File: src/rtl/gpio_seq_pkg.sv
// Shared definitions for the GPIO pattern sequencer: register map, CTRL bits, states, payloads.
package gpio_seq_pkg;

  localparam int unsigned DATA_W = 8;
  localparam int unsigned ADDR_W = 3;
  localparam int unsigned STEP_W = 4;
  localparam int unsigned DLY_W  = 8;
  localparam int unsigned VAL_W  = 16;

  // Sequencer register offsets
  localparam logic [ADDR_W-1:0] SEQ_CTRL  = 3'd0;
  localparam logic [ADDR_W-1:0] SEQ_LEN   = 3'd1;
  localparam logic [ADDR_W-1:0] SEQ_INDEX = 3'd2;
  localparam logic [ADDR_W-1:0] SEQ_HI    = 3'd3;
  localparam logic [ADDR_W-1:0] SEQ_LO    = 3'd4;
  localparam logic [ADDR_W-1:0] SEQ_DLY   = 3'd5;
  localparam logic [ADDR_W-1:0] SEQ_PRESC = 3'd6;
  localparam logic [ADDR_W-1:0] SEQ_STEP  = 3'd7;

  // CTRL write bits
  localparam int unsigned CTRL_START = 0;
  localparam int unsigned CTRL_LOOP  = 1;
  localparam int unsigned CTRL_STOP  = 2;

  // GPIO slave addresses driven by the sequencer
  localparam logic [1:0] GPIO_HI = 2'b00;
  localparam logic [1:0] GPIO_LO = 2'b01;

  typedef enum logic [1:0] {
    S_IDLE  = 2'd0,
    S_WR_HI = 2'd1,
    S_WR_LO = 2'd2,
    S_WAIT  = 2'd3
  } state_t;

  // One pattern table step
  typedef struct packed {
    logic [VAL_W-1:0] val;
    logic [DLY_W-1:0] dly;
  } entry_t;

  // GPIO slave-port bus
  typedef struct packed {
    logic              cs;
    logic              rw;
    logic [1:0]        ad;
    logic [DATA_W-1:0] di;
  } gbus_t;

endpackage

File: src/rtl/gpio_seq_timer.sv
// Inter-step delay timer: prescaler divides the clock by presc+1, down counter counts dly ticks.
module gpio_seq_timer
  import gpio_seq_pkg::*;
(
  input  logic             clk,
  input  logic             rst,
  input  logic             load,
  input  logic             clr,
  input  logic             run,
  input  logic [DLY_W-1:0] dly,
  input  logic [DLY_W-1:0] presc,
  output logic             expired
);

  logic [DLY_W-1:0] cnt;
  logic [DLY_W-1:0] pre;

  // Prescaler and tick counter; loaded on WR_LO exit, decremented while running
  always_ff @(posedge clk or negedge rst) begin
    if (!rst) begin
      cnt <= '0;
      pre <= '0;
    end else if (clr) begin
      cnt <= '0;
      pre <= '0;
    end else if (load) begin
      cnt <= dly;
      pre <= presc;
    end else if (run && (cnt != '0)) begin
      if (pre == '0) begin
        pre <= presc;
        cnt <= cnt - DLY_W'(1);
      end else begin
        pre <= pre - DLY_W'(1);
      end
    end
  end

  // Flags the last clock of a dly*(presc+1) wait so the FSM leaves exactly on time
  assign expired = run && (cnt == DLY_W'(1)) && (pre == '0);

endmodule

File: src/rtl/gpio_seq.sv
// GPIO pattern sequencer and CPU/sequencer arbiter in front of the GPIO slave port.
module gpio_seq
  import gpio_seq_pkg::*;
#(
  parameter int unsigned DEPTH = 8
) (
  input  logic              clk,
  input  logic              rst,
  input  logic [ADDR_W-1:0] AD,
  input  logic [DATA_W-1:0] DI,
  output logic [DATA_W-1:0] DO,
  input  logic              rw,
  input  logic              cs,
  input  logic [1:0]        c_AD,
  input  logic [DATA_W-1:0] c_DI,
  input  logic              c_rw,
  input  logic              c_cs,
  output logic [1:0]        g_AD,
  output logic [DATA_W-1:0] g_DI,
  output logic              g_rw,
  output logic              g_cs,
  output logic              busy
);

  localparam int unsigned IDX_W = (DEPTH > 1) ? $clog2(DEPTH) : 1;
  localparam int unsigned LEN_W = $clog2(DEPTH + 1);
  localparam int unsigned CMP_W = STEP_W + 2;

  state_t             state, state_nxt;
  logic [STEP_W-1:0]  step, step_nxt;
  logic [LEN_W-1:0]   len;
  logic [IDX_W-1:0]   idx;
  logic [DLY_W-1:0]   presc;
  logic               loop;
  logic               done;
  logic               done_set;
  logic               adv;
  logic               tmr_load, tmr_clr, tmr_expired;
  logic               reg_wr, ctrl_wr, ctrl_rd, last_step;
  entry_t             tbl [DEPTH];
  entry_t             cur;
  gbus_t              gbus;

  assign reg_wr    = cs && !rw;
  assign ctrl_wr   = reg_wr && (AD == SEQ_CTRL);
  assign ctrl_rd   = cs && rw && (AD == SEQ_CTRL);
  assign cur       = tbl[step[IDX_W-1:0]];
  assign last_step = (CMP_W'(step) + CMP_W'(1)) >= CMP_W'(len);
  assign busy      = (state != S_IDLE);

  gpio_seq_timer u_timer (
    .clk     (clk),
    .rst     (rst),
    .load    (tmr_load),
    .clr     (tmr_clr),
    .run     (state == S_WAIT),
    .dly     (cur.dly),
    .presc   (presc),
    .expired (tmr_expired)
  );

  // State and step register
  always_ff @(posedge clk or negedge rst) begin
    if (!rst) begin
      state <= S_IDLE;
      step  <= '0;
    end else begin
      state <= state_nxt;
      step  <= step_nxt;
    end
  end

  // Next state: STOP beats START, START beats normal sequencing; WR states stall on CPU traffic
  always_comb begin
    state_nxt = state;
    step_nxt  = step;
    done_set  = 1'b0;
    tmr_load  = 1'b0;
    tmr_clr   = 1'b0;
    adv       = 1'b0;
    if (ctrl_wr && DI[CTRL_STOP]) begin
      state_nxt = S_IDLE;
    end else if (ctrl_wr && DI[CTRL_START]) begin
      if (len == '0) begin
        state_nxt = S_IDLE;
        done_set  = 1'b1;
      end else begin
        state_nxt = S_WR_HI;
        step_nxt  = '0;
        tmr_clr   = 1'b1;
      end
    end else begin
      unique case (state)
        S_WR_HI: if (!c_cs) state_nxt = S_WR_LO;
        S_WR_LO: begin
          if (!c_cs) begin
            if (cur.dly == '0) begin
              adv = 1'b1;
            end else begin
              tmr_load  = 1'b1;
              state_nxt = S_WAIT;
            end
          end
        end
        S_WAIT:  if (tmr_expired) adv = 1'b1;
        default: ;
      endcase
      if (adv) begin
        if (!last_step) begin
          step_nxt  = step + STEP_W'(1);
          state_nxt = S_WR_HI;
        end else if (loop) begin
          step_nxt  = '0;
          state_nxt = S_WR_HI;
        end else begin
          state_nxt = S_IDLE;
          done_set  = 1'b1;
        end
      end
    end
  end

  // Control/status registers written from the CPU register port
  always_ff @(posedge clk or negedge rst) begin
    if (!rst) begin
      len   <= '0;
      idx   <= '0;
      presc <= '0;
      loop  <= 1'b0;
      done  <= 1'b0;
    end else begin
      if (done_set)     done <= 1'b1;
      else if (ctrl_rd) done <= 1'b0;
      if (reg_wr) begin
        unique case (AD)
          SEQ_CTRL:  loop  <= DI[CTRL_LOOP];
          SEQ_LEN:   len   <= (DI > DATA_W'(DEPTH)) ? LEN_W'(DEPTH) : LEN_W'(DI);
          SEQ_INDEX: idx   <= DI[IDX_W-1:0];
          SEQ_DLY:   idx   <= idx + IDX_W'(1);
          SEQ_PRESC: presc <= DI;
          default:   ;
        endcase
      end
    end
  end

  // Pattern table storage; contents are not reset
  always_ff @(posedge clk) begin
    if (reg_wr) begin
      unique case (AD)
        SEQ_HI:  tbl[idx].val[15:8] <= DI;
        SEQ_LO:  tbl[idx].val[7:0]  <= DI;
        SEQ_DLY: tbl[idx].dly       <= DI;
        default: ;
      endcase
    end
  end

  // Register read mux
  always_comb begin
    DO = '0;
    unique case (AD)
      SEQ_CTRL:  DO = {4'b0, done, 1'b0, loop, busy};
      SEQ_LEN:   DO = DATA_W'(len);
      SEQ_INDEX: DO = DATA_W'(idx);
      SEQ_HI:    DO = tbl[idx].val[15:8];
      SEQ_LO:    DO = tbl[idx].val[7:0];
      SEQ_DLY:   DO = tbl[idx].dly;
      SEQ_PRESC: DO = presc;
      SEQ_STEP:  DO = DATA_W'(step);
      default:   DO = '0;
    endcase
  end

  // GPIO port arbitration: CPU always wins, sequencer drives only in its write states
  always_comb begin
    gbus = '0;
    if (c_cs) begin
      gbus = '{cs: 1'b1, rw: c_rw, ad: c_AD, di: c_DI};
    end else if (state == S_WR_HI) begin
      gbus = '{cs: 1'b1, rw: 1'b0, ad: GPIO_HI, di: cur.val[15:8]};
    end else if (state == S_WR_LO) begin
      gbus = '{cs: 1'b1, rw: 1'b0, ad: GPIO_LO, di: cur.val[7:0]};
    end
  end

  assign g_cs = gbus.cs;
  assign g_rw = gbus.rw;
  assign g_AD = gbus.ad;
  assign g_DI = gbus.di;

endmodule
File: config.mk
export PLATFORM = sky130hd
export DESIGN_NAME = gpio_seq
export DESIGN_NICKNAME = d
export VERILOG_FILES = /design/src/rtl/gpio_seq_pkg.sv /design/src/rtl/gpio_seq_timer.sv /design/src/rtl/gpio_seq.sv
export SDC_FILE = /design/constraint.sdc
export NUM_CORES = 1
export LEC_CHECK = 0
export CAP_MARGIN = 20
export CELL_PAD_IN_SITES_DETAIL_PLACEMENT = 1
export CELL_PAD_IN_SITES_GLOBAL_PLACEMENT = 1
export CORE_MARGIN = 4
export CORE_UTILIZATION = 35
export CTS_CLUSTER_DIAMETER = 30
export DETAILED_ROUTE_END_ITERATION = 10
export GPL_TIMING_DRIVEN = 0
export PLACE_DENSITY = 0.64
export SYNTH_ARGS = -nofsm -noshare
export SYNTH_HDL_FRONTEND = slang
export SYNTH_SLANG_ARGS = --single-unit
File: constraint.sdc
create_clock -name clk -period 3.2 [get_ports clk]
set_input_delay 0.64 -clock clk [delete_from_list [all_inputs] [get_ports clk]]
set_output_delay 0.64 -clock clk [all_outputs]
set_load 0.05 [all_outputs]
==> qor.yml <==
netlist.area_leader.share: 0.494
crit_arrival_ps: 2980
fillers: 3239
gp_congestion: 0.912
cts_buffer_depth: 3
syn_nets: 905
dp_hpwl_um: 27700
vias: 9069
max_freq_mhz: 276
setup_violations: 9
rsz0062_at_grt: "true"
crit_slowest_cell: "mux4_2"
antenna_cells: 0
crit_type: "flop to primary output"
worst_clock_skew_ps: 18.9
clock-root-buffer: "clkbuf_16"
crit_start: "idx[1]"
slew_viol_final: 0
drt_iter0_drc: 1023
clk_latency_ps: 570
synth_area_leaders: "edfxtp_1 49%, dfrtp_1 8.4%, mux4_2 7.1%, a22oi_1 5.4%, mux4_1 3.2%"
grt_max_degree: 32
dieArea_um2: 36300
ys_seq_elements: 231
reg2reg_from: "step[0]"
min_period_over_period: 1.13
wirelength_um: 44400
area_delta_synth_final_pct: 36.9
worst_slack_ps: -421
critPathRequiredTime_ps: 2560
initial_core_util: 0.357
hold_class: "input port to async pin"
synth_area_um2: 11700
critical_path.top_delay_family: "multiplexers"
cp-end-kind: "primary output"
tightest_slew_ps: 1120
num-nets-final: 1045
cts-htree-levels: 2
power_density_nw_per_um2: 846
rr_endpoint: "step[0]"
core_area_um2: 32700
yosysWarnings: 0
grt.total_usage: 0.236
cap_viol_max_count: 0
path_clk_slew_ps: 60
net-switching-power_w: 0.00460
wl_per_cell_um: 29.9
clkSinkCount: 231
relSlewSlack: 0.253
first_global_vias: 9241
swShare: 0.341
p_comb_frac: 0.332
synth.most_common_cell: "edfxtp_1"
internal_power_w: 0.00890
drive_gt1_frac: 0.364
antenna_found_initial: 3
drcViolationCount: 0
fp.dieW_um: 191
worst_hold_slack_ps: 52.5
setup_tns_ps: -2890
multi_input_comb_area_um2: 5080
p_leak_nw: 5.60
pin_count: 48
avgSynthCellArea_um2: 13.5
port-buffer-count: 45
cts_tree: "built"
cts-buffers-inserted: 51
path_buf_inv: 3
vdd_ir_drop_max_uv: 458
yosysUniqueCellTypes: 80
ant_nets: 0
synth_edf_count: 192
vias_per_cell: 6.09
clock_power_share: 0.398
finalInstanceArea_um2: 16000
synth_common_cells: "192 x edfxtp_1, 84 x a22oi_1, 82 x nand2_1"
dr.pass1.iters: 5
hold_viol: 0
yosysTopAreaCell: "edfxtp_1"
critical_path.cell_chain: "buf_8 -> and3b_2 -> buf_4 -> a22oi_1 -> nand4_1 -> mux4_2 -> mux2_4 -> buf_6"
synthCells: 863
synth_seq_area_share: 0.578
status: "complete, but fails checks"
cpPeakStageDelay_ps: 490
placed_area_um2: 12800
synth-async-reset-ratio: 0.169
overflow: 0
pwr-share-seq: 0.269
finalPower_w: 0.0135
worstSetupStartpointType: "flop"
rows: 66
violations: "setup timing"
die_h_um: 191
rr_worst_depth: 9
cp_max_fo: 6
yosys_most_used_dff: "edfxtp_1"
grt_pass1_wl_um: 62700
register_area_um2: 6750
reg2reg_slack_ps: 40
min_period_ps: 3620
path_depth: 8
flip-flops by register name, summed over array words and instances, names as in the netlist:
register,count
tbl,192
loop,1
u_timer.cnt,8
len,4
u_timer.pre,8
idx,3
state,2
presc,8
step,4
done,1
per-layer routing:
| layer | routed length (um) | share of wire | GRT usage | vias to the layer above |
|---|---|---|---|---|
| li1 | - | - | - | 3787 |
| met5 | 27 | 0.00061 | 0 | - |
| met1 | 17600 | 0.40 | 0.309 | 4668 |
| met4 | 2000 | 0.045 | 0.109 | 4 |
| met2 | 20800 | 0.47 | 0.368 | 498 |
| met3 | 3940 | 0.089 | 0.0624 | 112 |
power by group through the flow:
stage               registers [W]  logic (W)  clock network, W
global placement          0.00367    0.00350                 0
global route              0.00366    0.00471           0.00562
finish                    0.00364    0.00449           0.00538
floorplan                 0.00361    0.00238                 0
CTS                       0.00363    0.00412           0.00543
detailed placement        0.00368    0.00355                 0
worst max path at each step:
stage          endpoint  slack, ps
5_1_grt           DO[1]       -450
6_report          DO[1]       -420
2_1_floorplan     DO[5]        -70
3_5_place_dp      DO[5]      -2190
4_1_cts           DO[3]       -370
3_3_place_gp      DO[5]      -2470
area by class of cell:
type,instances,share of cell area
Buffer,56,0.0438
Sequential cell,231,0.422
Tap cell,442,0.0346
Timing Repair Buffer,91,0.0643
Inverter,19,0.00470
Clock buffer,57,0.0820
Clock inverter,39,0.0302
Multi-Input combinational cell,553,0.318
through the flow:
stage,utilization,instances,setup WS [ps]
after detailed placement,0.390,1354,-2190
after global routing,0.488,1488,-454
after global placement,0.388,1350,-2470
final,0.488,1488,-421
after CTS,0.472,1473,-373
after floorplan,-,863,-67.6
cell usage in the layout (no fill, tap or decap), types with 7 or more instances in the layout:
| cell | n |
|---|---|
| clkdlybuf4s50_1 | 23 |
| nand3_1 | 17 |
| a22oi_2 | 21 |
| nor2_2 | 18 |
| clkbuf_16 | 60 |
| buf_16 | 7 |
| mux2_2 | 14 |
| buf_4 | 31 |
| buf_8 | 10 |
| a211oi_1 | 7 |
| mux4_2 | 37 |
| clkinv_2 | 9 |
| nor2_1 | 34 |
| a22o_1 | 16 |
| o21ai_0 | 20 |
| buf_12 | 8 |
| inv_1 | 16 |
| dfrtp_1 | 36 |
| nor3_1 | 10 |
| bufinv_16 | 7 |
| nor2_4 | 8 |
| ha_1 | 14 |
| mux2i_1 | 9 |
| buf_6 | 22 |
| o21ai_2 | 11 |
| edfxtp_1 | 192 |
| a21oi_1 | 14 |
| mux4_1 | 14 |
| nand2_1 | 62 |
| a22oi_1 | 63 |
| clkbuf_1 | 15 |
| nand4_1 | 17 |
| clkbuf_8 | 11 |
| nand2_2 | 14 |
logic make-up after synthesis:
logic type	after synthesis	share of synthesized area
AOI/OAI and AO/OA	215	0.138
DFF	231	0.578
xor gates and xnor gates	9	0.00676
muxes	78	0.129
and+or+nand+nor	236	0.0993
adders and majority gates	15	0.0161
buffers and inverters	79	0.0337
repair_timing:
| action | in CTS | in global routing |
|---|---|---|
| cloned | 3 | 2 |
| hold buffers | 0 | 0 |
| pin swaps | 20 | 18 |
| buffers inserted | 24 | 9 |
| endpoints found under the setup margin | 217 | 128 |
| gates resized for setup | 293 | 81 |
Note: power is estimated with default switching activity, not from simulation.
